===== src/rtl/sram_bank_array_pkg.sv =====
// Shared constants, bank FSM state type and packed-bus slicing helper for the
// SRAM bank array.
package sram_bank_array_pkg;

    localparam int ADDR_WIDTH_DEF = 4;
    localparam int DATA_WIDTH_DEF = 16;

    typedef enum logic {
        BANK_IDLE     = 1'b0,
        BANK_CLEARING = 1'b1
    } bank_state_e;

    // Low bit of lane idx within a bus packed as NUM x width.
    function automatic int slice_lo(input int idx, input int width);
        return idx * width;
    endfunction

endpackage


===== src/rtl/sram_bank_array_if.sv =====
// Memory-controller <-> SRAM bank array bus. The controller drives the
// requests (master); the bank array responds with data and status (slave).
interface sram_bank_array_if #(
    parameter int Addr_Width = 4,
    parameter int Nums_SRAM  = 3,
    parameter int Data_Width = 16
);
    logic [Nums_SRAM-1:0]            Mem_Clear;
    logic [Nums_SRAM-1:0]            En_Chip_Select;
    logic [Nums_SRAM-1:0]            En_Write;
    logic [Nums_SRAM-1:0]            En_Read;
    logic [Nums_SRAM*Addr_Width-1:0] Addr_Write;
    logic [Nums_SRAM*Addr_Width-1:0] Addr_Read;
    logic [Nums_SRAM*Data_Width-1:0] Data_In;
    logic [Nums_SRAM*Data_Width-1:0] Data_Out;
    logic [Nums_SRAM-1:0]            Data_Valid;
    logic [Nums_SRAM-1:0]            Clear_Busy;

    modport master (
        output Mem_Clear, En_Chip_Select, En_Write, En_Read,
        output Addr_Write, Addr_Read, Data_In,
        input  Data_Out, Data_Valid, Clear_Busy
    );

    modport slave (
        input  Mem_Clear, En_Chip_Select, En_Write, En_Read,
        input  Addr_Write, Addr_Read, Data_In,
        output Data_Out, Data_Valid, Clear_Busy
    );
endinterface


===== src/rtl/sram_bank_array_bank.sv =====
// Single SRAM bank: storage array, IDLE/CLEARING FSM with zero-fill counter,
// registered read port. Optional macro SRAM_WRITE_FIRST_BYPASS_EN.
module sram_bank
    import sram_bank_array_pkg::*;
#(
    parameter int AW = ADDR_WIDTH_DEF,
    parameter int DW = DATA_WIDTH_DEF
) (
    input  logic          i_clk,
    input  logic          i_rst_n,
    input  logic          i_clear,
    input  logic          i_cs,
    input  logic          i_we,
    input  logic          i_re,
    input  logic [AW-1:0] i_waddr,
    input  logic [AW-1:0] i_raddr,
    input  logic [DW-1:0] i_wdata,
    output logic [DW-1:0] o_rdata,
    output logic          o_valid,
    output logic          o_busy
);
    localparam int DEPTH = 1 << AW;

    logic [DW-1:0] r_mem [DEPTH];
    bank_state_e   r_state;
    logic [AW-1:0] r_cnt;
    logic [DW-1:0] r_rdata;
    logic          r_valid;
    logic          r_busy;

    logic          w_idle_acc;
    logic          w_mem_we;
    logic [AW-1:0] w_mem_addr;
    logic [DW-1:0] w_mem_wdata;
    logic [DW-1:0] w_rd;

    // External access only in IDLE and only when no clear is being taken.
    assign w_idle_acc  = (r_state == BANK_IDLE) && !i_clear && i_cs;
    assign w_mem_we    = (r_state == BANK_CLEARING) || (w_idle_acc && i_we);
    assign w_mem_addr  = (r_state == BANK_CLEARING) ? r_cnt : i_waddr;
    assign w_mem_wdata = (r_state == BANK_CLEARING) ? '0 : i_wdata;

`ifdef SRAM_WRITE_FIRST_BYPASS_EN
    assign w_rd = (i_we && (i_waddr == i_raddr)) ? i_wdata : r_mem[i_raddr];
`else
    assign w_rd = r_mem[i_raddr];
`endif

    // Contents are deliberately not reset.
    always_ff @(posedge i_clk) begin
        if (w_mem_we) r_mem[w_mem_addr] <= w_mem_wdata;
    end

    always_ff @(posedge i_clk or negedge i_rst_n) begin
        if (!i_rst_n) begin
            r_state <= BANK_IDLE;
            r_cnt   <= '0;
            r_rdata <= '0;
            r_valid <= 1'b0;
            r_busy  <= 1'b0;
        end else begin
            case (r_state)
                BANK_IDLE: begin
                    r_valid <= 1'b0;
                    if (i_clear) begin
                        r_state <= BANK_CLEARING;
                        r_cnt   <= '0;
                        r_busy  <= 1'b1;
                    end else if (w_idle_acc && i_re) begin
                        r_rdata <= w_rd;
                        r_valid <= 1'b1;
                    end
                end
                BANK_CLEARING: begin
                    r_valid <= 1'b0;
                    if (r_cnt == {AW{1'b1}}) begin
                        r_state <= BANK_IDLE;
                        r_cnt   <= '0;
                        r_busy  <= 1'b0;
                    end else begin
                        r_cnt <= r_cnt + 1'b1;
                    end
                end
                default: begin
                    r_state <= BANK_IDLE;
                    r_busy  <= 1'b0;
                    r_valid <= 1'b0;
                end
            endcase
        end
    end

    assign o_rdata = r_rdata;
    assign o_valid = r_valid;
    assign o_busy  = r_busy;

endmodule


===== src/rtl/sram_bank_array.sv =====
// SRAM bank array top: slices the packed controller bus into Nums_SRAM
// independent sram_bank instances. Optional macro SRAM_WRITE_FIRST_BYPASS_EN.
module sram_bank_array
    import sram_bank_array_pkg::*;
#(
    parameter int Addr_Width = ADDR_WIDTH_DEF,
    parameter int Ram_Depth  = 1 << Addr_Width,
    parameter int Nums_SRAM  = 3,
    parameter int Data_Width = DATA_WIDTH_DEF
) (
    input  logic              clk,
    input  logic              Mem_reset_n,
    sram_bank_array_if.slave  bus
);
    logic [Nums_SRAM-1:0][Data_Width-1:0] w_rdata;
    logic [Nums_SRAM-1:0]                 w_valid;
    logic [Nums_SRAM-1:0]                 w_busy;

    for (genvar g = 0; g < Nums_SRAM; g++) begin : g_bank
        sram_bank #(
            .AW (Addr_Width),
            .DW (Data_Width)
        ) u_bank (
            .i_clk   (clk),
            .i_rst_n (Mem_reset_n),
            .i_clear (bus.Mem_Clear[g]),
            .i_cs    (bus.En_Chip_Select[g]),
            .i_we    (bus.En_Write[g]),
            .i_re    (bus.En_Read[g]),
            .i_waddr (bus.Addr_Write[slice_lo(g, Addr_Width) +: Addr_Width]),
            .i_raddr (bus.Addr_Read[slice_lo(g, Addr_Width) +: Addr_Width]),
            .i_wdata (bus.Data_In[slice_lo(g, Data_Width) +: Data_Width]),
            .o_rdata (w_rdata[g]),
            .o_valid (w_valid[g]),
            .o_busy  (w_busy[g])
        );
    end

    assign bus.Data_Out   = w_rdata;
    assign bus.Data_Valid = w_valid;
    assign bus.Clear_Busy = w_busy;

endmodule


===== src/flat_wrapper.sv =====
// flat-port wrapper written by rule: the top's interface ports become plain ports
module sram_bank_array_flat import sram_bank_array_pkg::*;
#(
    parameter int Addr_Width = ADDR_WIDTH_DEF,
    parameter int Ram_Depth  = 1 << Addr_Width,
    parameter int Nums_SRAM  = 3,
    parameter int Data_Width = DATA_WIDTH_DEF
)
  (clk, Mem_reset_n, bus_Mem_Clear, bus_En_Chip_Select, bus_En_Write, bus_En_Read, bus_Addr_Write, bus_Addr_Read, bus_Data_In, bus_Data_Out, bus_Data_Valid, bus_Clear_Busy);
  sram_bank_array_if #(.Addr_Width(Addr_Width), .Nums_SRAM(Nums_SRAM), .Data_Width(Data_Width)) bus_i ();
  input  logic clk;
  input  logic Mem_reset_n;
  input wire logic [$bits(bus_i.Mem_Clear)-1:0] bus_Mem_Clear;
  input wire logic [$bits(bus_i.En_Chip_Select)-1:0] bus_En_Chip_Select;
  input wire logic [$bits(bus_i.En_Write)-1:0] bus_En_Write;
  input wire logic [$bits(bus_i.En_Read)-1:0] bus_En_Read;
  input wire logic [$bits(bus_i.Addr_Write)-1:0] bus_Addr_Write;
  input wire logic [$bits(bus_i.Addr_Read)-1:0] bus_Addr_Read;
  input wire logic [$bits(bus_i.Data_In)-1:0] bus_Data_In;
  output wire logic [$bits(bus_i.Data_Out)-1:0] bus_Data_Out;
  output wire logic [$bits(bus_i.Data_Valid)-1:0] bus_Data_Valid;
  output wire logic [$bits(bus_i.Clear_Busy)-1:0] bus_Clear_Busy;
  assign bus_i.Mem_Clear = bus_Mem_Clear;
  assign bus_i.En_Chip_Select = bus_En_Chip_Select;
  assign bus_i.En_Write = bus_En_Write;
  assign bus_i.En_Read = bus_En_Read;
  assign bus_i.Addr_Write = bus_Addr_Write;
  assign bus_i.Addr_Read = bus_Addr_Read;
  assign bus_i.Data_In = bus_Data_In;
  assign bus_Data_Out = bus_i.Data_Out;
  assign bus_Data_Valid = bus_i.Data_Valid;
  assign bus_Clear_Busy = bus_i.Clear_Busy;
  sram_bank_array #(.Addr_Width(Addr_Width), .Ram_Depth(Ram_Depth), .Nums_SRAM(Nums_SRAM), .Data_Width(Data_Width)) u_core (.clk(clk), .Mem_reset_n(Mem_reset_n), .bus(bus_i));
endmodule

===== config.mk =====
export PLATFORM = sky130hd
export DESIGN_NAME = sram_bank_array_flat
export DESIGN_NICKNAME = d
export VERILOG_FILES = /design/src/rtl/sram_bank_array_pkg.sv /design/src/rtl/sram_bank_array_if.sv /design/src/rtl/sram_bank_array_bank.sv /design/src/rtl/sram_bank_array.sv /design/src/flat_wrapper.sv
export SDC_FILE = /design/constraint.sdc
export NUM_CORES = 1
export LEC_CHECK = 0
export CORE_MARGIN = 2
export CORE_UTILIZATION = 25
export CTS_CLUSTER_SIZE = 12
export DETAILED_ROUTE_END_ITERATION = 12
export GPL_ROUTABILITY_DRIVEN = 1
export GPL_TIMING_DRIVEN = 1
export PLACE_DENSITY_LB_ADDON = 0.3
export SKIP_CTS_REPAIR_TIMING = 1
export SYNTH_ARGS = -nofsm -noshare
export SYNTH_HDL_FRONTEND = slang
export SYNTH_HIERARCHICAL = 1
export SYNTH_SLANG_ARGS = --single-unit

===== constraint.sdc =====
create_clock -name clk -period 2.85 [get_ports clk]
set_input_delay 0.4275 -clock clk [delete_from_list [all_inputs] [get_ports clk]]
set_output_delay 0.4275 -clock clk [all_outputs]
set_load 0.005 [all_outputs]

### Yosys cells after proc, flatten, opt, wreduce, memory -nomap -nowiden

Memory sizes are Yosys's and may differ from the RTL's. A register that Yosys moved wholly into a read port is not among the register bits.
Cells that the tools add are included.

* register bits after elaboration: 21
* RAM bits: 768
* input port bits: 86
* output and inout port bits: 54
* logic and storage cells: 108
* memories kept: 3

Memory list
* u_core.g_bank[0].u_bank.r_mem: depth 16, bits a word 16, read ports 1, clocked after memory_dff 1, wr ports 1, line sram_bank_array_bank.sv:24 `logic [DW-1:0] r_mem [DEPTH];`
* u_core.g_bank[1].u_bank.r_mem: depth 16, bits a word 16, read ports 1, clocked after memory_dff 1, wr ports 1, line sram_bank_array_bank.sv:24
* u_core.g_bank[2].u_bank.r_mem: depth 16, bits a word 16, read ports 1, clocked after memory_dff 1, wr ports 1, line sram_bank_array_bank.sv:24

* add/sub/neg operators: 3
* eq/ne operators: 9
* mux-type cells: 48
* bitwise gates (word level): 6
* reduce and logical (&&, ||, !) cells: 27

Operators with widths (number)
* 16-bit two-way mux: 3
* 4-bit two-way mux: 9
* 1-bit two-way mux: 24
* 4-bit case mux with 2 select lines: 3
* 1-bit case mux with 2 select lines: 9
* 4-bit by 1-bit adder with 4-bit output, second input constant: 3
* 4-bit == test, second input constant: 3
* 1-bit logical AND: 12
* 3-bit AND reduction: 3
* 1-bit zero test: 6
* 2-bit by 1-bit inequality test with 1-bit output, second input constant: 3
* 2-bit inequality test, second input constant: 3
* 1-bit NOT: 6
* 2-bit AND reduction: 3
* 1-bit logical OR: 3

### Longest topological paths before layout

* depth in word-level cells: 7
* depth in mapped cells: 9
* gate-level depth less buffers: 5

### Hierarchy

The synthesis kept the hierarchy.

Modules (own cells, without submodules)
* sram_bank at u_core.g_bank[1].u_bank: times used 1, cells each 556, area each 11005.6 µm², sequential area each 8262.9 µm²
* sram_bank at u_core.g_bank[0].u_bank: times used 1, cells each 560, area each 10975.5 µm², sequential area each 8262.9 µm²
* sram_bank at u_core.g_bank[2].u_bank: times used 1, cells each 547, area each 10909.2 µm², sequential area each 8262.9 µm²

### Worst setup path before layout

No wires, ideal clock.

* path type: register -> register
* from: register u_core.g_bank[0].u_bank.r_state
* to: memory u_core/g_bank[0].u_bank/r_mem[4][0] in the netlist's numbering, enable pin
* setup time: 0.388 ns
* arrival time: 1.841 ns
* required time: 2.462 ns
* slack: 0.621 ns
* cell stages (with the launch flop): 6
* buffers on the path: 2
* period minus slack after synthesis: 2.229 ns
* cell sequence: dfrtp_1 -> buf_2 -> clkbuf_1 -> mux2i_1 -> nand2_1 -> nor2_1

* longest elaborated chain between the ends: 7
* elaborated cells on any way between the ends: 8
* those cells by class: 3 x mux; 1 x bitwise; 4 x reduce/logical

RTL lines
* start, declared: line sram_bank_array_bank.sv:25 `bank_state_e r_state;`
* start signal, assigned: line sram_bank_array_bank.sv:56 `r_state <= BANK_IDLE;`
* start signal, assigned: line sram_bank_array_bank.sv:66 `r_state <= BANK_CLEARING;`
* start signal, assigned: line sram_bank_array_bank.sv:77 `r_state <= BANK_IDLE;`
* 1-bit NOT (no line)
* 1-bit logical AND (2 in series): line sram_bank_array_bank.sv:38 `assign w_idle_acc = (r_state == BANK_IDLE) && !i_clear && i_cs;`
* 1-bit logical AND: line sram_bank_array_bank.sv:39 `assign w_mem_we = (r_state == BANK_CLEARING) || (w_idle_acc && i_we);`
* 1-bit logical OR: line sram_bank_array_bank.sv:39
* 1-bit two-way mux: line sram_bank_array_bank.sv:51 `if (w_mem_we) r_mem[w_mem_addr] <= w_mem_wdata;`
* 1-bit two-way mux (implied by the code): line sram_bank_array_bank.sv:51
* end, declared: line sram_bank_array_bank.sv:24

Several ways; a longest one is shown, not always the timed one.

### Worst setup path after layout

* from: register u_core.g_bank[2].u_bank.r_state
* to: memory u_core/g_bank[2].u_bank/r_mem[3][11] in the netlist's numbering, enable pin

* longest elaborated chain between the ends: 7
* elaborated cells on any way between the ends: 8
* those cells by class: 3 x mux; 1 x bitwise; 4 x reduce/logical

RTL lines (line)
* start, declared: sram_bank_array_bank.sv:25
* start signal, assigned: sram_bank_array_bank.sv:56
* start signal, assigned: sram_bank_array_bank.sv:66
* start signal, assigned: sram_bank_array_bank.sv:77
* 1-bit NOT (no line)
* 1-bit logical AND (2 in series): sram_bank_array_bank.sv:38
* 1-bit logical AND: sram_bank_array_bank.sv:39
* 1-bit logical OR: sram_bank_array_bank.sv:39
* 1-bit two-way mux: sram_bank_array_bank.sv:51
* 1-bit two-way mux (implied by the code): sram_bank_array_bank.sv:51
* end, declared: sram_bank_array_bank.sv:24

Several ways; a longest one is shown, not always the timed one.

==> results.cfg <==
[route]
wl_per_cell_um = 22.3
vias_per_cell = 4.49
vias = 17007
drt-initial-drc-count = 1364
firstDrtPassIters = 5
drc = 0
routed_wl_um = 84500
ant_nets = 0

[place]
numPortBuffers = 139
gp_congestion = 0.778
hpwlAfterDp_um = 55300

[synth]
ys_types = 44
synth_top_cells_by_area = edfxtp_1, mux4_2, dfrtp_1
syn_inst = 1663
async_flop_share_pct = 8.24
yosysMostFrequentCell = edfxtp_1
synth-edff-count = 768
yosysWarnings = 6
synth_top_cell_by_area = edfxtp_1
synthFlopType = edfxtp_1
synth_area_sq_um = 32900
syn_avg_cell_area_sq_um = 19.8
synth_seq_area_share_pct = 75.4
ys_top_cells_by_count = edfxtp_1, mux2i_1, mux4_2, a22oi_1, nand2_1
synth_top_area_share_pct = 70.1
ys_seq_elements = 837
syn_nets = 1752

[global_route]
grt_start_max_net_pins = 72
grt_pass1_wl_um = 124000
grt_usage_pct = 12.4
grt_pass1_vias = 17658
antenna_found_initial = 3
gr-total-overflow = 0

[clocking]
cts_buffers = 91
cts_tree = built
clk_latency_ns = 0.68
clkSlewWorstSetupHoldPaths_ns = 0.06
clockBufferDepth = 3
cts_root_buffer = clkbuf_16
clkSinkCount = 837
cts-htree-levels = 3

[floorplan]
die_area_sq_um = 134000
core-area_sq_um = 131000
initial_core_util_pct = 25.1
die_h_um = 367
pin_count = 140
die_w_um = 367
rows = 133

[hold_path]
min_path_type = in2reg
worstHoldStart = bus_Addr_Read[6]

[sta]
slew_viol_final = 0
setup-tns-final_ns = 0
setup_viol = 0
maxSlewHeadroom_pct = 8.90
max_freq_mhz = 426
period_minus_slack_ns = 2.35
clock-skew-final_ns = 0.0523
tightestPinTransition_ns = 1.36
rsz0062_at_grt = no
min_period_over_period_pct = 82.3
hold_viol_final = 0

[critical_path]
worst-setup-path-type = reg2reg
r2r-start = u_core/g_bank[2].u_bank/r_state
endpoint_kind = register
worst_setup_path_start_kind = register
cp-startpoint = u_core/g_bank[2].u_bank/r_state
worstPathRequired_ns = 3.17
cp.arrival_ns = 2.67
crit_fanout = 18

[cells_and_area]
num_antenna_cells = 0
fin_nets = 2051
drive_gt1_share_pct = 23.1
area_growth_pct = 23.2

[pwr]
leakage_nw = 13.8
vdd_drop_max_mv = 0.562
p_total_w = 0.0356
power.density_nw_per_um2 = 879

[job]
max_cap_violations = 0

[status]
status = complete, no violations
-- routing by layer --
metal  vias up  part of all wire [%]  global-route usage [%]
met5         -                 0.015                       0
met2       496                    49                    20.3
li1       7407                     -                       -
met4         2                   2.0                    3.24
met3       111                   5.6                    2.91
met1      8991                    44                    16.6
-- final timing paths --
check | end | slack, ns | cells after the start
setup / recovery | u_core/g_bank[2].u_bank/r_mem[3][11] | 0.50 | 5
hold / removal | u_core/g_bank[1].u_bank/o_rdata[10] | 0.30 | 3
setup reg to reg | u_core/g_bank[2].u_bank/r_mem[3][11] | 0.50 | 5
hold reg to reg | u_core/g_bank[2].u_bank/o_rdata[5] | 0.51 | 2
max in group asynchronous | u_core/g_bank[1].u_bank/o_valid | 1.65 | 3
min in group asynchronous | u_core/g_bank[2].u_bank/o_rdata[8] | 0.38 | 2
-- registers in the layout, summed over array words and instances (netlist names) --
| name | flops |
|---|---|
| u_core/g_bank.u_bank/o_rdata | 48 |
| u_core/g_bank.u_bank/r_state | 3 |
| u_core/g_bank.u_bank/o_valid | 3 |
| u_core/g_bank.u_bank/r_cnt | 12 |
| u_core/g_bank.u_bank/r_mem | 768 |
| u_core/g_bank.u_bank/o_busy | 3 |
-- kinds of logic (layout without fill, tap and decap cells) --
logic type	count (synthesis)	after routing	share of synthesized area [%]
AND/OR/NAND/NOR	241	241	3.45
flip-flops	837	837	75.4
adder cells (fa/ha/maj)	3	3	0.114
AO/OA/AOI/OAI	188	188	4.07
buffers and inverters	103	475	1.80
multiplexers	291	291	15.2
-- stage by stage --
step	hold slack, ns	setup WS, ns	utilization (%)	instances	instance area [sq um]
floorplan	0.132	0.621	-	1663	32900
global placement	0.508	0.277	28.8	3623	37700
detailed placement	0.499	0.316	28.8	3623	37700
CTS	-0.201	0.460	30.9	3789	40500
global route	0.292	0.380	30.9	3790	40500
finish	0.298	0.504	30.9	3790	40500
-- power by group --
group          switching [W]  internal, W
Sequential          0.000987       0.0165
Clock                0.00483      0.00635
Combinational        0.00397      0.00303
-- cells in the final DEF (no fill, tap or decap), drive strengths merged, types with 2 or more instances in the layout --
| cell type | Yosys | final |
|---|---|---|
| a32oi | 3 | 3 |
| o211ai | 43 | 43 |
| a31oi | 3 | 3 |
| nand3 | 6 | 6 |
| a22oi | 86 | 86 |
| a2111oi | 2 | 2 |
| nor2b | 54 | 54 |
| mux2i | 96 | 96 |
| clkinvlp | 0 | 4 |
| o41ai | 6 | 6 |
| nor3b | 3 | 3 |
| and3 | 6 | 6 |
| nor3 | 5 | 5 |
| bufinv | 0 | 3 |
| o21ai | 18 | 18 |
| nand4bb | 3 | 3 |
| clkinv | 0 | 33 |
| mux2 | 49 | 49 |
| ha | 3 | 3 |
| dfrtp | 69 | 69 |
| nand2 | 79 | 79 |
| clkdlybuf4s50 | 0 | 129 |
| a21oi | 19 | 19 |
| buf | 63 | 166 |
| and2 | 6 | 6 |
| mux4 | 146 | 146 |
| a21o | 3 | 3 |
| inv | 13 | 17 |
| clkbuf | 27 | 122 |
| edfxtp | 768 | 768 |
| nor2 | 72 | 72 |
| nand2b | 4 | 4 |
-- cell type report --
class	instances	area [sq um]
fillers	12678	90400
multi-input cells	723	7610
flip-flops and latches	837	24800
repair buffers	296	3040
well taps	1755	2200
clock inverters	44	388
clock buffers	122	2450
inverters	13	48.8
-- worst max-delay path, stage by stage (launching register included) --
cell and delay [ns]:
dfrtp_1 0.57, o41ai_1 0.64, buf_4 0.21, nand2_1 0.13, nor2_1 0.13, buf_4 0.30
Note: power is estimated with default switching activity, not from simulation.
